File: src/rtl/resp_block_tracked_l2.sv
// Per-master L2 request/response block: routes requests to one memory cut and
// returns responses strictly in grant order, flagging any unexpected response.
module resp_block_tracked_l2 #(
  parameter int ID              = 1,
  parameter int ID_WIDTH        = 20,
  parameter int N_SLAVE         = 2,
  parameter int DATA_WIDTH      = 64,
  parameter int TAG_WIDTH       = DATA_WIDTH / 8,
  parameter int ROUT_WIDTH      = $clog2(N_SLAVE),
  parameter int MAX_OUTSTANDING = 4,
  parameter int RESP_REG        = 1
) (
  input  logic                                  clk,
  input  logic                                  rst,
  input  logic                                  data_req_i,
  input  logic [ROUT_WIDTH-1:0]                 routing_addr_i,
  output logic                                  data_gnt_o,
  input  logic [N_SLAVE-1:0]                    data_gnt_i,
  output logic [N_SLAVE-1:0]                    data_req_o,
  output logic [ID_WIDTH-1:0]                   data_ID_o,
  input  logic [N_SLAVE-1:0]                    data_r_valid_i,
  input  logic [N_SLAVE-1:0][DATA_WIDTH-1:0]    data_r_rdata_i,
  input  logic [N_SLAVE-1:0][TAG_WIDTH-1:0]     data_r_rtag_i,
  output logic                                  data_r_valid_o,
  output logic [DATA_WIDTH-1:0]                 data_r_rdata_o,
  output logic [TAG_WIDTH-1:0]                  data_r_rtag_o,
  output logic [$clog2(MAX_OUTSTANDING+1)-1:0]  outstanding_o,
  output logic                                  err_o
);

  localparam int CNT_W = $clog2(MAX_OUTSTANDING + 1);
  localparam int PTR_W = (MAX_OUTSTANDING > 1) ? $clog2(MAX_OUTSTANDING) : 1;

  logic [ROUT_WIDTH-1:0] r_fifo [MAX_OUTSTANDING];
  logic [PTR_W-1:0]      r_wptr;
  logic [PTR_W-1:0]      r_rptr;
  logic [CNT_W-1:0]      r_count;
  logic                  r_err;

  logic                  w_full;
  logic                  w_empty;
  logic                  w_route_ok;
  logic                  w_req_en;
  logic                  w_push;
  logic                  w_accept;
  logic                  w_unexp;
  logic [ROUT_WIDTH-1:0] w_head;
  logic [N_SLAVE-1:0]    w_head_sel;
  logic [DATA_WIDTH-1:0] w_rdata;
  logic [TAG_WIDTH-1:0]  w_rtag;

  function automatic logic [PTR_W-1:0] ptr_inc(input logic [PTR_W-1:0] p);
    return (p == PTR_W'(MAX_OUTSTANDING - 1)) ? '0 : p + 1'b1;
  endfunction

  assign w_full     = (r_count == CNT_W'(MAX_OUTSTANDING));
  assign w_empty    = (r_count == '0);
  assign w_route_ok = (32'(routing_addr_i) < N_SLAVE);
  // Full blocks requests regardless of a same-cycle pop: no response-to-grant path.
  assign w_req_en   = data_req_i && !w_full && w_route_ok;
  assign w_head     = r_fifo[r_rptr];

  for (genvar gi = 0; gi < N_SLAVE; gi++) begin : g_cut
    assign data_req_o[gi] = w_req_en && (routing_addr_i == ROUT_WIDTH'(gi));
    assign w_head_sel[gi] = !w_empty && (w_head == ROUT_WIDTH'(gi));
  end

  assign w_push     = |(data_req_o & data_gnt_i);
  assign data_gnt_o = w_push;
  assign data_ID_o  = {{(ID_WIDTH-1){1'b0}}, 1'b1} << ID;

  assign w_accept = |(data_r_valid_i & w_head_sel);
  assign w_unexp  = |(data_r_valid_i & ~w_head_sel);

  always_comb begin
    w_rdata = '0;
    w_rtag  = '0;
    for (int i = 0; i < N_SLAVE; i++) begin
      if (data_r_valid_i[i] && w_head_sel[i]) begin
        w_rdata = w_rdata | data_r_rdata_i[i];
        w_rtag  = w_rtag | data_r_rtag_i[i];
      end
    end
  end

  always_ff @(posedge clk) begin
    if (w_push) begin
      r_fifo[r_wptr] <= routing_addr_i;
    end
  end

  always_ff @(posedge clk) begin
    if (rst) begin
      r_wptr  <= '0;
      r_rptr  <= '0;
      r_count <= '0;
      r_err   <= 1'b0;
    end else begin
      if (w_push) begin
        r_wptr <= ptr_inc(r_wptr);
      end
      if (w_accept) begin
        r_rptr <= ptr_inc(r_rptr);
      end
      case ({w_push, w_accept})
        2'b10:   r_count <= r_count + 1'b1;
        2'b01:   r_count <= r_count - 1'b1;
        default: r_count <= r_count;
      endcase
      r_err <= r_err | w_unexp | (data_req_i && !w_route_ok);
    end
  end

  assign outstanding_o = r_count;
  assign err_o         = r_err;

  if (RESP_REG != 0) begin : g_resp_reg
    logic                  r_valid;
    logic [DATA_WIDTH-1:0] r_rdata;
    logic [TAG_WIDTH-1:0]  r_rtag;

    always_ff @(posedge clk) begin
      if (rst) begin
        r_valid <= 1'b0;
        r_rdata <= '0;
        r_rtag  <= '0;
      end else begin
        r_valid <= w_accept;
        if (w_accept) begin
          r_rdata <= w_rdata;
          r_rtag  <= w_rtag;
        end
      end
    end

    assign data_r_valid_o = r_valid;
    assign data_r_rdata_o = r_rdata;
    assign data_r_rtag_o  = r_rtag;
  end else begin : g_resp_comb
    assign data_r_valid_o = w_accept;
    assign data_r_rdata_o = w_rdata;
    assign data_r_rtag_o  = w_rtag;
  end

endmodule
File: config.mk
export PLATFORM = sky130hd
export DESIGN_NAME = resp_block_tracked_l2
export DESIGN_NICKNAME = d
export VERILOG_FILES = /design/src/rtl/resp_block_tracked_l2.sv
export SDC_FILE = /design/constraint.sdc
export NUM_CORES = 1
export LEC_CHECK = 0
export ABC_CLOCK_PERIOD_IN_PS = 2800
export BUFFER_PORTS_ARGS = -buffer_cell sky130_fd_sc_hd__buf_4
export CAP_MARGIN = 25
export CORE_UTILIZATION = 43
export CTS_CLUSTER_DIAMETER = 120
export DETAILED_ROUTE_END_ITERATION = 16
export PLACE_DENSITY_LB_ADDON = 0.15
export SETUP_SLACK_MARGIN = 0.5
export SLEW_MARGIN = 20
export SYNTH_ARGS = -nofsm -noshare
export SYNTH_HDL_FRONTEND = slang
export SYNTH_SLANG_ARGS = --single-unit
File: constraint.sdc
create_clock -name clk -period 2.8 [get_ports clk]
set_input_delay 0.28 -clock clk [delete_from_list [all_inputs] [get_ports clk]]
set_output_delay 0.28 -clock clk [all_outputs]
set_load 0.005 [all_outputs]
==> results of run 1 <==
## path summary, 6_finish.rpt
path / endpoint / slack (ns) / cells past startpoint
worst min-delay path: data_r_rdata_o[54] / 0.16 / 3
worst max register to register: outstanding_o[2] / 0.47 / 8
worst max-delay path: outstanding_o[2] / 0.47 / 8
worst min register to register: data_r_rtag_o[4] / 0.46 / 2
## sequential cells by signal (all words and copies together), names as in the netlist, named ones only
register        count
data_r_rdata_o     64
data_r_rtag_o       8
r_fifo              4
outstanding_o       3
r_rptr              2
r_wptr              2
data_r_valid_o      1
err_o               1
## power by group through the flow
stage	Clock (mW)	Sequential, mW	Combinational (mW)
finish	0.823	1.81	1.89
global placement	0	1.82	1.83
detailed placement	0	1.84	1.87
floorplan	0	1.85	1.10
CTS	0.854	1.81	1.91
global route	0.906	1.86	2.08
## kinds of logic (layout without fill, tap and decap cells)
logic type	after synthesis	after routing
other	2	20
buffers and inverters	124	334
adders and majority gates	7	7
xor gates and xnor gates	2	2
DFF	87	87
muxes	7	7
and+or+nand+nor	25	25
AOI/OAI and AO/OA	152	152
## layer usage
metal	vias to the layer above	routed length, um
met1	1626	4020
li1	1784	-
met2	133	5480
met3	18	676
met4	0	211
met5	-	0
## tightest hold or removal path, cell delays in order
cell     delay (ns)
buf_4          0.08
a22oi_1        0.06
o21ai_2        0.05
## final cells by class
cell class	instances	share of cell area, %
multi-input combinational	213	28.2
timing repair buffer	240	31.2
clock inverter	4	0.785
sequential	87	30.2
inverter	79	5.03
clock buffer	11	2.23
tap	111	2.36
## what timing repair did
item | 4_1_cts | 5_1_grt
pin swaps | 1 | 1
gates cloned | 0 | 0
resized for setup | 1 | 2
setup buffers | 3 | 0
setup endpoints to repair | 2 | 1
## through the flow
step | cells | util (%) | hold slack [ns] | cell area, sq um | setup slack, ns
final | 745 | 64.1 | 0.157 | 5900 | 0.474
after CTS | 745 | 64.1 | 0.142 | 5890 | 0.486
after detailed placement | 727 | 61.8 | 0.448 | 5690 | 0.351
after global placement | 727 | 61.8 | 0.448 | 5690 | 0.423
after floorplan | 424 | - | 0.379 | 4130 | 0.477
after global routing | 745 | 64.1 | 0.145 | 5900 | 0.362
## cell usage in the layout, fill, tap and decap left out, types with 3 or more instances in the layout
master    count
mux2i_1       5
a22oi_1      72
edfxtp_1      4
buf_4       237
clkbuf_8      9
and2_1        5
o21ai_2      70
inv_1        79
dfxtp_1      82
ha_1          5
conb_1       20
buf_12        3
nor2_1       10
==> out/results.ini, run 1 <==
[die]
top_level_ports = 252
core_area_sq_mm = 0.00920
fp.dieArea_sq_mm = 0.00982
fp-row-count = 35
die_h_um = 99.1
die_w_um = 99.1
initial_utilization_pct = 44.1

[clock_tree]
htreeDepth = 3
cts.clk_slew.worst_paths_ns = 0.08
clockRootBuffer = clkbuf_8
holdBufCountCts = 0
cts_sinks = 87
ctsLongestPathBuffers = 2
cts_buffers = 9
cts_tree = yes
clk_latency_ns = 0.34

[routing]
via_per_inst = 4.78
vias = 3561
wl_per_cell_um = 13.9
drt_iter0_drc = 121
ant_nets = 0
dr.pass1.iters = 4
drc = 0
wirelength_um = 10400

[final_layout]
drive_gt1_share_pct = 52.5
area.sequential_sq_mm = 0.00178
num_antenna_cells = 0
n_fill_cell = 783
multiInputGateArea_sq_mm = 0.00166
nNetsFinal = 789
area_growth_pct = 45.5

[synth]
syn_avg_cell_area_sq_um = 9.98
ys.flop_type = dfxtp_1
yosys.cell_count.top_type = dfxtp_1
synth_compound_area_share_pct = 30.1
synth-async-reset-ratio_pct = 0
synth_top_family_by_area = compound AO/OA/AOI/OAI gates
synth_cell_types = 33
ys.warnings.count = 0
yosys-mux-area-fraction_pct = 2.35
synth_top_area_share_pct = 41.0
syn_inst = 406
yosysTopAreaCell = dfxtp_1
synth_xor_xnor_area_share_pct = 0.432
synth_fa_ha_area_share_pct = 2.35
synthTopCellsByArea = dfxtp_1, o21ai_2, a22oi_1
synthSimpleGateAreaFrac_pct = 3.46
synth.ff_latch_count = 87
synth-edff-count = 4
synthTopCellsByCount = dfxtp_1, inv_1, a22oi_1
syn_area_sq_mm = 0.00405
yosysSeqAreaShare_pct = 44.0

[sta]
slew_violations = 0
timing.final.crit_share_pct = 83.1
rsz0062_at_grt = true
finalSetupViolCount = 0
finalHoldViolations = 0
finalClockSkew_ns = 0.0115
finalCriticalPeriod_ns = 2.33
worst_slew_pin_slew_ns = 0.508
fmax_ghz = 0.430
totalNegativeSetupSlack_ns = 0
maxSlewHeadroom_pct = 65.9

[pwr]
p_int_mw = 2.99
ir_worst_vdd_uv = 414
pwr-share-comb_pct = 41.8
seqPwrFrac_pct = 40.0
net-switching-power_mw = 1.52
p_sw_share_pct = 33.7
p_leak_nw = 2.61
power.density_mw_per_mm2 = 766
p_clk_share_pct = 18.2
p_total_mw = 4.52

[critical_path]
worstSetupEndpointType = flop
crit_fanout = 2
cpLargestDelayFamily = multiplexers
cp.required_ns = 3.07
crit_buf_inv = 1
max_stage_delay_ns = 0.53
critPathKind = reg2reg
path_cells = mux4_2 -> mux2i_4 -> ha_2 -> inv_1 -> fa_2 -> xor2_1 -> or3_1 -> a21oi_2
crit_arrival_ns = 2.60
worst_setup_path_start_kind = flop
crit_start = r_fifo[0]
worst_path_max_delay_cell = mux4_2
r2r_start = r_fifo[0]

[grt]
grt_remaining_overflow = 0
grtUsageMet3_pct = 4.75
grt_start_max_net_pins = 39
gr-max-usage-layer = met2
antenna_found_initial = 0
grt_pass1_wl_um = 16300
track_usage_pct = 21.1
grt.met2_usage_pct = 39.1
grt_pass1_vias = 3414
use_met1_pct = 23.5

[flow_run]
cap_violations = 0

[min_path]
min_from = data_r_rdata_i[54]
hp-class = in2reg

[place]
numPortBuffers = 231
hpwl_um = 7910
place_congestion = 0.840

[outcome]
status = completed

(Power assumes the default switching activity.)
==> inputs of run 2 (changes only) <==
ABC_CLOCK_PERIOD_IN_PS = 2200   (was 2800)
clock period = 2.2 ns   (was 2.8 ns; I/O delays follow)
==> run 2 against run 1 <==
Compared with the run above:
- the run now ends with negative setup slack left
- die area stayed put
- cell count grew 4.3%
- critical endpoint unchanged
- hold slack got worse by 0.090 ns
- largest power group unchanged
- critical path depth did not move
- clock power grew 24%
- global-route usage rose by 3.7 points
- via count rose by 6.3%
- setup slack got worse by 0.58 ns
- utilization grew 9.0 points
==> out/results.ini, run 2 (same netlist as run 1, synthesis figures left out) <==
[outcome]
status = complete, but fails checks
violations = negative setup slack

[sta]
finalHoldViolations = 0
hold_slack_ns = 0.0663
finalSetupViolCount = 45
fmax_ghz = 0.434
totalNegativeSetupSlack_ns = -2.72
finalClockSkew_ns = 0.0126
timing.final.crit_share_pct = 105
rsz0062_at_grt = true
slew_violations = 0
finalCriticalPeriod_ns = 2.31
worst_slack_ns = -0.106

[clock_tree]
cts_sinks = 87
clockRootBuffer = clkbuf_8
cts_buffers = 9
clk_latency_ns = 0.35
htreeDepth = 3
ctsLongestPathBuffers = 2
cts.clk_slew.worst_paths_ns = 0.09
cts_tree = yes

[final_layout]
nNetsFinal = 820
largest_reg_flops = 64
n_fill_cell = 649
multiInputGateArea_sq_mm = 0.00188
area_growth_pct = 65.9
final_cell_mix = buf_4, dfxtp_1, inv_1
drive_gt1_share_pct = 61.3
area.sequential_sq_mm = 0.00179
final_common_cell = buf_4
num_antenna_cells = 0
layout.cells.non_filler = 777
fin_util_pct = 73.1

[place]
numPortBuffers = 231
post-place-cells = 732
hpwl_um = 7970
place_congestion = 0.788

[critical_path]
worst_path_max_delay_cell = mux4_2
crit_fanout = 2
max_stage_delay_ns = 0.54
worst_setup_path_start_kind = flop
worstSetupEndpointType = flop
critPathKind = reg2reg
crit_arrival_ns = 2.59
cp.required_ns = 2.48
path_cells = mux4_2 -> mux2i_4 -> ha_4 -> inv_2 -> fa_2 -> xor2_1 -> or3_1 -> a21oi_1

[flow_run]
cap_violations = 0

[die]
core_area_sq_mm = 0.00920
fp.dieArea_sq_mm = 0.00982
die_h_um = 99.1
fp-row-count = 35
top_level_ports = 252
initial_utilization_pct = 44.1
die_w_um = 99.1

[routing]
drc = 0
ant_nets = 0
dr.pass1.iters = 7
via_per_inst = 4.87
wirelength_um = 12800
wl_per_cell_um = 16.5
drt_iter0_drc = 121
vias = 3785

[grt]
grt_remaining_overflow = 0
grt_start_max_net_pins = 48
grt_pass1_vias = 3673
antenna_found_initial = 0
grt_pass1_wl_um = 18600
track_usage_pct = 24.8

[pwr]
p_total_mw = 6.36
p_leak_nw = 2.91
ir_worst_vdd_uv = 569
power.density_mw_per_mm2 = 946

[min_path]
hp-class = in2reg

-- run 2: routing by layer --
layer / global-route usage, % / vias up / routed length (um)
met4: 12.0 / 0 / 432
met2: 43.1 / 155 / 6500
met1: 28.7 / 1751 / 5120
met5: 0 / - / 0
met3: 5.74 / 31 / 743
li1: - / 1848 / -
-- run 2: per-stage QoR --
stage | cell area, sq um | worst slack [ns]
6_report | 6720 | -0.106
5_1_grt | 6720 | -0.166
4_1_cts | 6530 | -0.0955
3_5_place_dp | 5720 | -0.0838
3_3_place_gp | 5720 | -0.0135
2_1_floorplan | 4140 | -0.0951
-- run 2: critical path, delay by kind of cell (launching register included) --
family                   cells  cell delay, ns
buffers and inverters        1            0.03
XOR/XNOR                     1            0.16
AO/OA/AOI/OAI                1            0.13
flip-flops                   1            0.37
AND/OR/NAND/NOR              1            0.32
multiplexers                 2            0.76
adder cells (fa/ha/maj)      2            0.48
-- run 2: cell type report --
cell class	instances	share of cell area (%)
Sequential cell	87	26.6
Multi-Input combinational cell	213	27.9
Clock buffer	13	2.36
Tap cell	111	2.07
Timing Repair Buffer	271	36.4
Inverter	79	4.41
Clock inverter	3	0.261
-- run 2: report_power, final --
group | internal [mW] | switching (mW)
clock | 0.470 | 0.554
combinational | 1.65 | 1.37
sequential | 2.05 | 0.267
total | 4.17 | 2.19
-- run 2: worst paths after layout --
kind,start,end,slack (ns),cells past startpoint
max,r_fifo[3],outstanding_o[2],-0.11,8
max reg2reg,r_fifo[3],outstanding_o[2],-0.11,8
min reg2reg,data_r_rtag_o[3],data_r_rtag_o[3],0.46,2
min,data_r_rdata_i[47],data_r_rdata_o[47],0.07,3
-- run 2: timing repair --
item                                    CTS  global route
pin swaps                                25             4
endpoints found under the setup margin   76            80
hold buffers                              0             0
gates cloned                              9             4
setup buffers                            12             4
resized for setup                        59            13
==> inputs of run 3 (changes only) <==
BUFFER_PORTS_ARGS = unset   (was -buffer_cell sky130_fd_sc_hd__buf_4)
CORE_AREA = 2 2 97 99   (was unset)
CORE_UTILIZATION = unset   (was 43)
DIE_AREA = 0 0 99 101   (was unset)
DONT_BUFFER_PORTS = 1   (was unset)
MAX_ROUTING_LAYER = met4   (was unset)
==> run 3 against run 2 <==
Compared with the run above:
- the flow finishes with violations (negative hold slack, negative setup slack)
- total power fell by 11%
- setup slack improved by 0.028 ns
- flip-flop and latch count unchanged
==> out/results.ini, run 3 (same netlist as run 1, synthesis figures left out) <==
[outcome]
status = complete, but fails checks
violations = negative hold slack, negative setup slack

[clock_tree]
cts_tree = yes
htreeDepth = 3
cts_buffers = 9
ctsLongestPathBuffers = 2
clockRootBuffer = clkbuf_8
cts_sinks = 87
cts.clk_slew.worst_paths_ns = 0.09
clk_latency_ns = 0.34

[sta]
slew_violations = 0
finalClockSkew_ns = 0.0149
totalNegativeSetupSlack_ns = -3.42
timing.final.crit_share_pct = 104
finalSetupViolCount = 65
fmax_ghz = 0.439
rsz0062_at_grt = true
finalCriticalPeriod_ns = 2.28
worst_slack_ns = -0.0780
finalHoldViolations = 11
hold_slack_ns = -0.0660

[routing]
drc = 0
wirelength_um = 10000
dr.pass1.iters = 5
drt_iter0_drc = 85
ant_nets = 0
via_per_inst = 5.30
wl_per_cell_um = 18.2
vias = 2927

[final_layout]
nNetsFinal = 597
num_antenna_cells = 0
largest_reg_flops = 64
final_cell_mix = dfxtp_1, inv_1, a22oi_1
area_growth_pct = 17.6
final_common_cell = dfxtp_1
layout.cells.non_filler = 552
drive_gt1_share_pct = 27.7

[die]
die_w_um = 99
die_h_um = 101
top_level_ports = 252
fp.dieArea_sq_mm = 0.0100
core_area_sq_mm = 0.00898
fp-row-count = 35
initial_utilization_pct = 45.1

[pwr]
p_leak_nw = 1.73
ir_worst_vdd_uv = 511
power.density_mw_per_mm2 = 1190

[critical_path]
crit_fanout = 2
cp.required_ns = 2.48
critPathKind = reg2reg
worstSetupEndpointType = flop
worst_setup_path_start_kind = flop
crit_arrival_ns = 2.56

[flow_run]
cap_violations = 0

[grt]
grt_pass1_wl_um = 14800
track_usage_pct = 19.6
grt_pass1_vias = 2808
grt_remaining_overflow = 0
antenna_found_initial = 0
grt_start_max_net_pins = 37

[min_path]
hp-class = in2reg

[place]
numPortBuffers = 0
hpwl_um = 6390
post-place-cells = 500
place_congestion = 0.715

-- run 3: changes by cell type in the layout (fill, tap and decap cells not counted), sizes merged --
cell,change
bufinv,+2
dlygate4sd3,+20
buf,-236
clkbuf,-7
clkinv,-1
bufbuf,-3
-- run 3: layout make-up --
class / instances / area, sq um
multi-input combinational: 213 / 1680
sequential: 87 / 1780
clock inverter: 4 / 72.6
fill: 867 / 4210
tap: 111 / 139
inverter: 79 / 297
clock buffer: 10 / 128
timing repair buffer: 48 / 667
-- run 3: report_power, final --
part           internal (mW)  total (mW)  leakage (nW)  switching, mW
Combinational           1.04        2.05         0.915           1.01
Sequential              2.05        2.45         0.712          0.400
Clock                  0.627        1.16        0.0982          0.530
Total                   3.71        5.66          1.73           1.94
-- run 3: critical path, cell delays in order (launching register included) --
cell and delay (ns):
edfxtp_1 0.36, mux4_2 0.52, mux2i_4 0.22, ha_4 0.16, inv_2 0.03, fa_2 0.33
xor2_1 0.15, or3_1 0.30, a21oi_1 0.13
-- run 3: stage by stage --
stage | area (sq um) | hold WS (ns) | setup slack [ns] | power (mW) | utilization (%)
after floorplan | 4140 | 0.319 | -0.0951 | 3.78 | -
after global placement | 3990 | 0.292 | -0.0116 | 3.94 | 44.5
after detailed placement | 3990 | 0.293 | -0.0614 | 4.00 | 44.5
after CTS | 4730 | -0.0864 | -0.0683 | 5.69 | 52.7
after global routing | 4770 | -0.0959 | -0.178 | 6.02 | 53.1
final | 4770 | -0.0660 | -0.0780 | 5.66 | 53.1
-- run 3: worst paths after layout --
path | from | endpoint | slack (ns) | cells after the start
setup / recovery | r_fifo[2] | outstanding_o[2] | -0.08 | 8
hold / removal | rst | outstanding_o[0] | -0.07 | 1
setup reg to reg | r_fifo[2] | outstanding_o[2] | -0.08 | 8
hold reg to reg | data_r_rtag_o[3] | data_r_rtag_o[3] | 0.48 | 2
-- run 3: per-layer routing --
layer / track usage, % / part of all wire (%) / vias to the layer above
li1: - / - / 1405
met4: 4.64 / 0.84 / 0
met3: 4.44 / 6.1 / 7
met1: 24.3 / 41 / 1392
met5: - / 0 / -
met2: 32.7 / 52 / 123
-- run 3: timing repair --
action	in CTS	in global routing
gates cloned	8	0
hold endpoints to repair	32	13
pin swaps	5	3
setup endpoints to repair	76	80
gates resized for setup	22	2
buffers inserted	9	1
hold buffers	18	2
